<file path="src/rtl/trap_pkg.sv">
// trap_pkg: shared types and constants for the RV32I trap/interrupt sequencer.
//   trap_state_e    - trap sequencer FSM states
//   MCAUSE_IRQ_BIT  - mcause bit marking an interrupt (vs. exception)
//   OPC_*           - RV32I major opcodes
//   FUNCT12_MRET    - funct12 field identifying MRET within SYSTEM
//   vec_addr()      - handler slot address, 32-bit wrap-around
package trap_pkg;

    typedef enum logic [2:0] {
        IDLE,
        ARMED,
        ENTER,
        HANDLER,
        RETURN
    } trap_state_e;

    localparam int unsigned MCAUSE_IRQ_BIT = 31;

    localparam logic [6:0] OPC_R_TYPE      = 7'b0110011;
    localparam logic [6:0] OPC_I_TYPE_ALU  = 7'b0010011;
    localparam logic [6:0] OPC_I_TYPE_LOAD = 7'b0000011;
    localparam logic [6:0] OPC_S_TYPE      = 7'b0100011;
    localparam logic [6:0] OPC_B_TYPE      = 7'b1100011;
    localparam logic [6:0] OPC_JAL         = 7'b1101111;
    localparam logic [6:0] OPC_JALR        = 7'b1100111;
    localparam logic [6:0] OPC_LUI         = 7'b0110111;
    localparam logic [6:0] OPC_AUIPC       = 7'b0010111;
    localparam logic [6:0] OPC_SYSTEM      = 7'b1110011;

    localparam logic [11:0] FUNCT12_MRET   = 12'h302;

    // base + idx*stride, truncated to 32 bits
    function automatic logic [31:0] vec_addr(input logic [31:0] base,
                                             input int unsigned stride,
                                             input logic [3:0]  idx);
        return base + (32'(idx) * 32'(stride));
    endfunction

endpackage

</file>
<file path="src/rtl/trap_ctrl_if.sv">
// trap_ctrl_if: WB-retire / redirect bus between the pipeline and trap_ctrl.
//   i_wb_valid      - real instruction retiring in WB
//   i_wb_next_pc    - architectural next PC of the retiring instruction
//   i_wb_is_mret    - retiring instruction is MRET
//   o_trap_redirect - 1-cycle pulse: fetch loads o_trap_pc (beats branch pc_sel)
//   o_trap_pc       - redirect target
//   o_flush_all     - 1-cycle pulse with the redirect; flushes IF/ID, ID/EX, EX/MEM
// modport master: trap_ctrl side (originates redirects)
// modport slave : pipeline side (PC mux / hazard logic)
interface trap_ctrl_if;

    logic        i_wb_valid;
    logic [31:0] i_wb_next_pc;
    logic        i_wb_is_mret;
    logic        o_trap_redirect;
    logic [31:0] o_trap_pc;
    logic        o_flush_all;

    modport master (
        input  i_wb_valid,
        input  i_wb_next_pc,
        input  i_wb_is_mret,
        output o_trap_redirect,
        output o_trap_pc,
        output o_flush_all
    );

    modport slave (
        output i_wb_valid,
        output i_wb_next_pc,
        output i_wb_is_mret,
        input  o_trap_redirect,
        input  o_trap_pc,
        input  o_flush_all
    );

endinterface

</file>
<file path="src/rtl/irq_prio_enc.sv">
// irq_prio_enc: fixed-priority encoder, line 0 highest priority.
//   i_req    [NUM_IRQ] - request vector
//   o_valid            - any request set
//   o_idx    [3:0]     - winning line index (0 when none)
//   o_onehot [NUM_IRQ] - one-hot of the winning line ('0 when none)
module irq_prio_enc #(
    parameter int unsigned NUM_IRQ = 4
) (
    input  logic [NUM_IRQ-1:0] i_req,
    output logic               o_valid,
    output logic [3:0]         o_idx,
    output logic [NUM_IRQ-1:0] o_onehot
);

    always_comb begin
        o_valid  = 1'b0;
        o_idx    = '0;
        o_onehot = '0;
        for (int unsigned i = 0; i < NUM_IRQ; i++) begin
            if (i_req[i] && !o_valid) begin
                o_valid     = 1'b1;
                o_idx       = 4'(i);
                o_onehot[i] = 1'b1;
            end
        end
    end

endmodule

</file>
<file path="src/rtl/trap_ctrl.sv">
// trap_ctrl: interrupt/trap sequencer for the 5-stage RV32I pipeline.
// Takes a level IRQ at a WB retire boundary, saves next PC and cause,
// redirects fetch to the handler and returns on a retiring MRET.
// Ports:
//   i_clk, i_rst        - clock, asynchronous active-high reset
//   i_irq, i_irq_mask   - level requests and per-line enables (1 = enabled)
//   bus (master)        - WB retire inputs, redirect/flush outputs
//   o_irq_ack           - one-hot pulse on the line being taken
//   o_mepc, o_mcause    - saved return PC and cause
//   o_mie               - global interrupt enable
//   o_in_handler        - inside a trap handler
// Build option TRAP_VECTORED_EN: defined -> entry PC = VEC_BASE + idx*VEC_STRIDE;
// undefined -> every line enters at VEC_BASE.
module trap_ctrl
    import trap_pkg::*;
#(
    parameter int unsigned NUM_IRQ    = 4,
    parameter logic [31:0] VEC_BASE   = 32'h0000_0100,
    parameter int unsigned VEC_STRIDE = 4
) (
    input  logic               i_clk,
    input  logic               i_rst,
    input  logic [NUM_IRQ-1:0] i_irq,
    input  logic [NUM_IRQ-1:0] i_irq_mask,
    trap_ctrl_if.master        bus,
    output logic [NUM_IRQ-1:0] o_irq_ack,
    output logic [31:0]        o_mepc,
    output logic [31:0]        o_mcause,
    output logic               o_mie,
    output logic               o_in_handler
);

    trap_state_e        state_q, state_d;
    logic [3:0]         idx_q, idx_d;
    logic [NUM_IRQ-1:0] win_q, win_d;
    logic [31:0]        mepc_q, mepc_d;
    logic [31:0]        mcause_q, mcause_d;
    logic               mie_q, mie_d;
    logic               in_handler_q, in_handler_d;

    logic [NUM_IRQ-1:0] pending;
    logic               pend_valid;
    logic [3:0]         pend_idx;
    logic [NUM_IRQ-1:0] pend_onehot;
    logic               win_live;
    logic [31:0]        handler_pc;

    assign pending  = i_irq & i_irq_mask;
    // winner still requesting and still enabled
    assign win_live = |(pending & win_q);

    irq_prio_enc #(
        .NUM_IRQ (NUM_IRQ)
    ) u_prio (
        .i_req    (pending),
        .o_valid  (pend_valid),
        .o_idx    (pend_idx),
        .o_onehot (pend_onehot)
    );

`ifdef TRAP_VECTORED_EN
    assign handler_pc = vec_addr(VEC_BASE, VEC_STRIDE, idx_q);
`else
    // direct mode: every line uses slot 0; handler decodes o_mcause
    assign handler_pc = vec_addr(VEC_BASE, VEC_STRIDE, 4'd0);
`endif

    always_ff @(posedge i_clk or posedge i_rst) begin
        if (i_rst) begin
            state_q      <= IDLE;
            idx_q        <= '0;
            win_q        <= '0;
            mepc_q       <= '0;
            mcause_q     <= '0;
            mie_q        <= 1'b1;
            in_handler_q <= 1'b0;
        end else begin
            state_q      <= state_d;
            idx_q        <= idx_d;
            win_q        <= win_d;
            mepc_q       <= mepc_d;
            mcause_q     <= mcause_d;
            mie_q        <= mie_d;
            in_handler_q <= in_handler_d;
        end
    end

    always_comb begin
        state_d      = state_q;
        idx_d        = idx_q;
        win_d        = win_q;
        mepc_d       = mepc_q;
        mcause_d     = mcause_q;
        mie_d        = mie_q;
        in_handler_d = in_handler_q;

        unique case (state_q)
            IDLE: begin
                if (mie_q && pend_valid) begin
                    idx_d   = pend_idx;
                    win_d   = pend_onehot;
                    state_d = ARMED;
                end
            end
            ARMED: begin
                // a vanished winner aborts even if a retire coincides
                if (!win_live) begin
                    state_d = IDLE;
                end else if (bus.i_wb_valid) begin
                    mepc_d                   = bus.i_wb_next_pc;
                    mcause_d                 = 32'(idx_q);
                    mcause_d[MCAUSE_IRQ_BIT] = 1'b1;
                    mie_d                    = 1'b0;
                    state_d                  = ENTER;
                end
            end
            ENTER: begin
                in_handler_d = 1'b1;
                state_d      = HANDLER;
            end
            HANDLER: begin
                if (bus.i_wb_valid && bus.i_wb_is_mret) begin
                    state_d = RETURN;
                end
            end
            RETURN: begin
                mie_d        = 1'b1;
                in_handler_d = 1'b0;
                state_d      = IDLE;
            end
            default: begin
                state_d = IDLE;
            end
        endcase
    end

    always_comb begin
        bus.o_trap_redirect = 1'b0;
        bus.o_flush_all     = 1'b0;
        bus.o_trap_pc       = '0;
        o_irq_ack           = '0;
        case (state_q)
            ENTER: begin
                bus.o_trap_redirect = 1'b1;
                bus.o_flush_all     = 1'b1;
                bus.o_trap_pc       = handler_pc;
                o_irq_ack           = win_q;
            end
            RETURN: begin
                bus.o_trap_redirect = 1'b1;
                bus.o_flush_all     = 1'b1;
                bus.o_trap_pc       = mepc_q;
            end
            default: ;
        endcase
    end

    assign o_mepc       = mepc_q;
    assign o_mcause     = mcause_q;
    assign o_mie        = mie_q;
    assign o_in_handler = in_handler_q;

endmodule

</file>
<file path="src/flat_wrapper.sv">
// flat-port wrapper written by rule: the top's interface ports become plain ports
module trap_ctrl_flat import trap_pkg::*;
#(
    parameter int unsigned NUM_IRQ    = 4,
    parameter logic [31:0] VEC_BASE   = 32'h0000_0100,
    parameter int unsigned VEC_STRIDE = 4
)
  (i_clk, i_rst, i_irq, i_irq_mask, o_irq_ack, o_mepc, o_mcause, o_mie, o_in_handler, bus_i_wb_valid, bus_i_wb_next_pc, bus_i_wb_is_mret, bus_o_trap_redirect, bus_o_trap_pc, bus_o_flush_all);
  trap_ctrl_if bus_i ();
  input  logic i_clk;
  input  logic i_rst;
  input  logic [NUM_IRQ-1:0] i_irq;
  input  logic [NUM_IRQ-1:0] i_irq_mask;
  output logic [NUM_IRQ-1:0] o_irq_ack;
  output logic [31:0] o_mepc;
  output logic [31:0] o_mcause;
  output logic o_mie;
  output logic o_in_handler;
  input wire logic [$bits(bus_i.i_wb_valid)-1:0] bus_i_wb_valid;
  input wire logic [$bits(bus_i.i_wb_next_pc)-1:0] bus_i_wb_next_pc;
  input wire logic [$bits(bus_i.i_wb_is_mret)-1:0] bus_i_wb_is_mret;
  output wire logic [$bits(bus_i.o_trap_redirect)-1:0] bus_o_trap_redirect;
  output wire logic [$bits(bus_i.o_trap_pc)-1:0] bus_o_trap_pc;
  output wire logic [$bits(bus_i.o_flush_all)-1:0] bus_o_flush_all;
  assign bus_i.i_wb_valid = bus_i_wb_valid;
  assign bus_i.i_wb_next_pc = bus_i_wb_next_pc;
  assign bus_i.i_wb_is_mret = bus_i_wb_is_mret;
  assign bus_o_trap_redirect = bus_i.o_trap_redirect;
  assign bus_o_trap_pc = bus_i.o_trap_pc;
  assign bus_o_flush_all = bus_i.o_flush_all;
  trap_ctrl #(.NUM_IRQ(NUM_IRQ), .VEC_BASE(VEC_BASE), .VEC_STRIDE(VEC_STRIDE)) u_core (.i_clk(i_clk), .i_rst(i_rst), .i_irq(i_irq), .i_irq_mask(i_irq_mask), .bus(bus_i), .o_irq_ack(o_irq_ack), .o_mepc(o_mepc), .o_mcause(o_mcause), .o_mie(o_mie), .o_in_handler(o_in_handler));
endmodule
</file>
<file path="config.mk">
export PLATFORM = sky130hd
export DESIGN_NAME = trap_ctrl_flat
export DESIGN_NICKNAME = d
export VERILOG_FILES = /design/src/rtl/trap_pkg.sv /design/src/rtl/trap_ctrl_if.sv /design/src/rtl/irq_prio_enc.sv /design/src/rtl/trap_ctrl.sv /design/src/flat_wrapper.sv
export SDC_FILE = /design/constraint.sdc
export NUM_CORES = 1
export LEC_CHECK = 0
export CAP_MARGIN = 20
export CORE_ASPECT_RATIO = 0.9
export CORE_MARGIN = 2
export CORE_UTILIZATION = 33
export DETAILED_ROUTE_END_ITERATION = 8
export GPL_TIMING_DRIVEN = 1
export PLACE_DENSITY = 0.77
export SYNTH_ARGS = -nofsm -noshare
export SYNTH_HDL_FRONTEND = slang
export SYNTH_SLANG_ARGS = --single-unit
</file>
<file path="constraint.sdc">
create_clock -name i_clk -period 1.6 [get_ports i_clk]
set_clock_uncertainty 0.15 [all_clocks]
set_input_delay 0.32 -clock i_clk [delete_from_list [all_inputs] [get_ports i_clk]]
set_output_delay 0.32 -clock i_clk [all_outputs]
set_load 0.02 [all_outputs]
</file>
==> metrics.txt <==
status=finished with violations; failing checks=setup timing; final instance area=around 4400 sq um; top cells by count, synth=dfrtp_1, and2_1, buf_4, mux2_2, nand2_1; Slowest-stage cell, CP=dfrtp_1; number of global-route vias before repair=between 2000 and 2500; final setup violating endpoints=81; Worst Setup EP=bus_o_trap_redirect; Starting Density=about a third; DRT antenna net count=0; VDD IR max=about 0.00077 V; worst skew pair latency=0.30 ns; critical path launch point type=register; Async S/R FF share, synth=100%; Slew Viols, Final=0; dpl hpwl=approximately 4400 microns; Clk pwr share=11.8%; GRT Resource Usage Total=roughly 17%; crit path kind=reg2out; gr ovfl total=0; Post-Syn Area=roughly 2300 sq um; Hold Violations, Final=0; CP max stage delay=0.40 ns; CP most frequent cell=buf_6; die footprint=7770 sq um; crit-path leading delay family=buffers and inverters; Clock Pin Slew Worst Setup and Hold Paths=0.09 ns; DRT iter0 DRCs=27; area grow syn2layout=89.0%; # DRC=0; WP buf/inv=4; vias=slightly above 2000; Post-synth EDFFs=0; Sequential Power Share=between 30% and 40%; CTS tree=done; Arr. time, crit path=roughly 1.6 ns; die width=just over 90 microns; first-pass GRT wire length=roughly 10000 microns; dpl cells=between 400 and 500; NetSw=approximately 2.4 mW; synth unique cells=32; Max-Cap Viols=0; Boundary Pins=148; Hold Crit Class=in2async; Static Leak=approximately 2.2 nW; period utilization=128%; CP max FO=5; Core Region=about 7000 sq um; reg2reg setup slack=-0.45 ns; CP endpoint kind=primary output; Via density=4.39; Total Wirelength=6670 microns; RSZ-0062 raised after global routing=yes; Ys Warns=0; Nets=around 420; #FFs+latches synth=46; Critical Path Stages=6; Gate power share=between 50% and 60%; post-synthesis cell count=around 200; Final Wtd Congestion=around 0.76; CP Launch Point=u_core.state_q[2]; Synth area leaders=dfrtp_1, mux2_2, buf_4, and2_1, nand3_1; r2r startpoint=u_core.state_q[0]; final worst slack=-0.451 ns; Place WS=-0.703 ns; Sw Ratio=a little under two fifths; worst-path cell chain=nor3b_4 > buf_6 > buf_6 > buf_6 > or2_4 > buf_6; sequential area share after synthesis=between 40% and 50%; initial antenna violation count=0; die height=roughly 84 microns; FF-to-FF End=u_core.o_mepc[13]; number of fill cells=around 560; Internal Power=slightly below 4 mW; DR WL/cell=14.2 microns; Mapped Avg Cell Area=between 10 and 15 sq um; Pwr Density=around 1400 nW/um^2; ANT cells=0; area of placed instances=between 3000 and 4000 sq um; router iterations before antenna repair=5; most common cell in the netlist=dfrtp_1; fmax=about 500 MHz; CP Data Required Time=between 1 and 1.5 ns; Root Buffer=clkbuf_8; Clock Tree Buf Depth=2; CTS Buf Count=5; H-tree Lvls=2; final instance count without filler cells=around 470; port buffer count=118; R2R cell count=9; pin count of the biggest net entering global routing=47; area share of the largest cell type after synthesis=between 40 and 50%; area leader, netlist=dfrtp_1; clk sinks=46; ys flop type=dfrtp_1; ratio of cells with drive above 1 in the final layout=between 50 and 60%; Rows=29; post-layout min period=2.05 ns
==> placed cells by master (no fill, tap or decap), types with 7 or more instances in the layout <==
master / instances
dlygate4sd2_1: 39
dfrtp_1: 44
buf_12: 7
buf_6: 46
mux2_2: 7
clkdlybuf4s50_1: 36
and2_4: 31
conb_1: 29
buf_4: 37
mux2_4: 27
==> timing repair <==
action / 4_1_cts / 5_1_grt
gates cloned: 4 / 1
hold buffers: 0 / 0
hold endpoints to repair: 0 / 0
pin swaps: 16 / 9
resized for setup: 290 / 14
setup endpoints to repair: 118 / 86
setup buffers: 17 / 7
==> power by group through the flow <==
| stage | Sequential, mW | Clock [mW] | Combinational (mW) |
|---|---|---|---|
| detailed placement | 2.17 | 0 | 3.47 |
| CTS | 2.14 | 0.770 | 3.39 |
| global route | 2.22 | 0.828 | 3.68 |
| global placement | 2.15 | 0 | 3.40 |
| floorplan | 2.68 | 0 | 1.39 |
| finish | 2.14 | 0.753 | 3.47 |
==> flip-flops by register name (all words and copies together) (netlist names) <==
register / flops
u_core.o_mepc: 32
u_core.win_q: 4
u_core.o_mcause: 3
u_core.state_q: 3
u_core.idx_q: 2
u_core.o_in_handler: 1
u_core.o_mie: 1
==> area by class of cell <==
class	instances	area, sq um	share of cell area [%]
clock buffer	6	82.6	1.87
sequential	46	1150	26.1
multi-input combinational	143	1240	28.0
timing repair buffer	177	1800	40.7
inverter	4	15.0	0.340
clock inverter	2	12.5	0.283
tap	93	116	2.64
==> routing by layer <==
metal | track usage [%] | wire length (microns) | up-vias
li1 | - | - | 973
met4 | 2.41 | 31 | 0
met5 | 0 | 0 | -
met1 | 20.8 | 2730 | 1004
met2 | 30.3 | 3450 | 87
met3 | 3.70 | 459 | 5
==> worst register-to-register path: stages, from the launching register on <==
cell and delay, ns:
dfrtp_1 0.40, buf_4 0.13, buf_6 0.10, buf_6 0.12
nand2_4 0.05, nor4b_4 0.26, buf_6 0.17, buf_12 0.11
buf_12 0.12, mux2_2 0.33
==> cell families after synthesis <==
logic type             synth area share [%]
AND/OR/NAND/NOR                        16.1
flip-flops                             49.3
buffers and inverters                  13.0
multiplexers                           16.4
AO/OA/AOI/OAI                          4.98
other                                 0.161
==> per-stage QoR <==
step	hold WS, ns	utilization, %	TNS [ns]	total power, mW
global placement	0.301	56.5	-41.12	5.55
finish	0.223	63.4	-31.26	6.37
CTS	0.231	62.2	-27.66	6.30
global route	0.235	63.4	-37.30	6.73
floorplan	0.307	-	-4.36	4.07
detailed placement	0.317	56.5	-43.04	5.64
==> how the worst min path moves through the flow <==
stage,from,endpoint,slack (ns),cells after the start
CTS,i_rst,u_core.o_mepc[14],0.23,3
detailed placement,u_core.o_mcause[31],u_core.o_mcause[31],0.32,1
finish,i_rst,u_core.o_mepc[31],0.22,3
global route,i_rst,u_core.o_mepc[14],0.24,3
global placement,u_core.o_mcause[31],u_core.o_mcause[31],0.30,1
floorplan,bus_i_wb_is_mret,u_core.state_q[2],0.31,2
No activity file was read; power rests on OpenSTA's default activity.
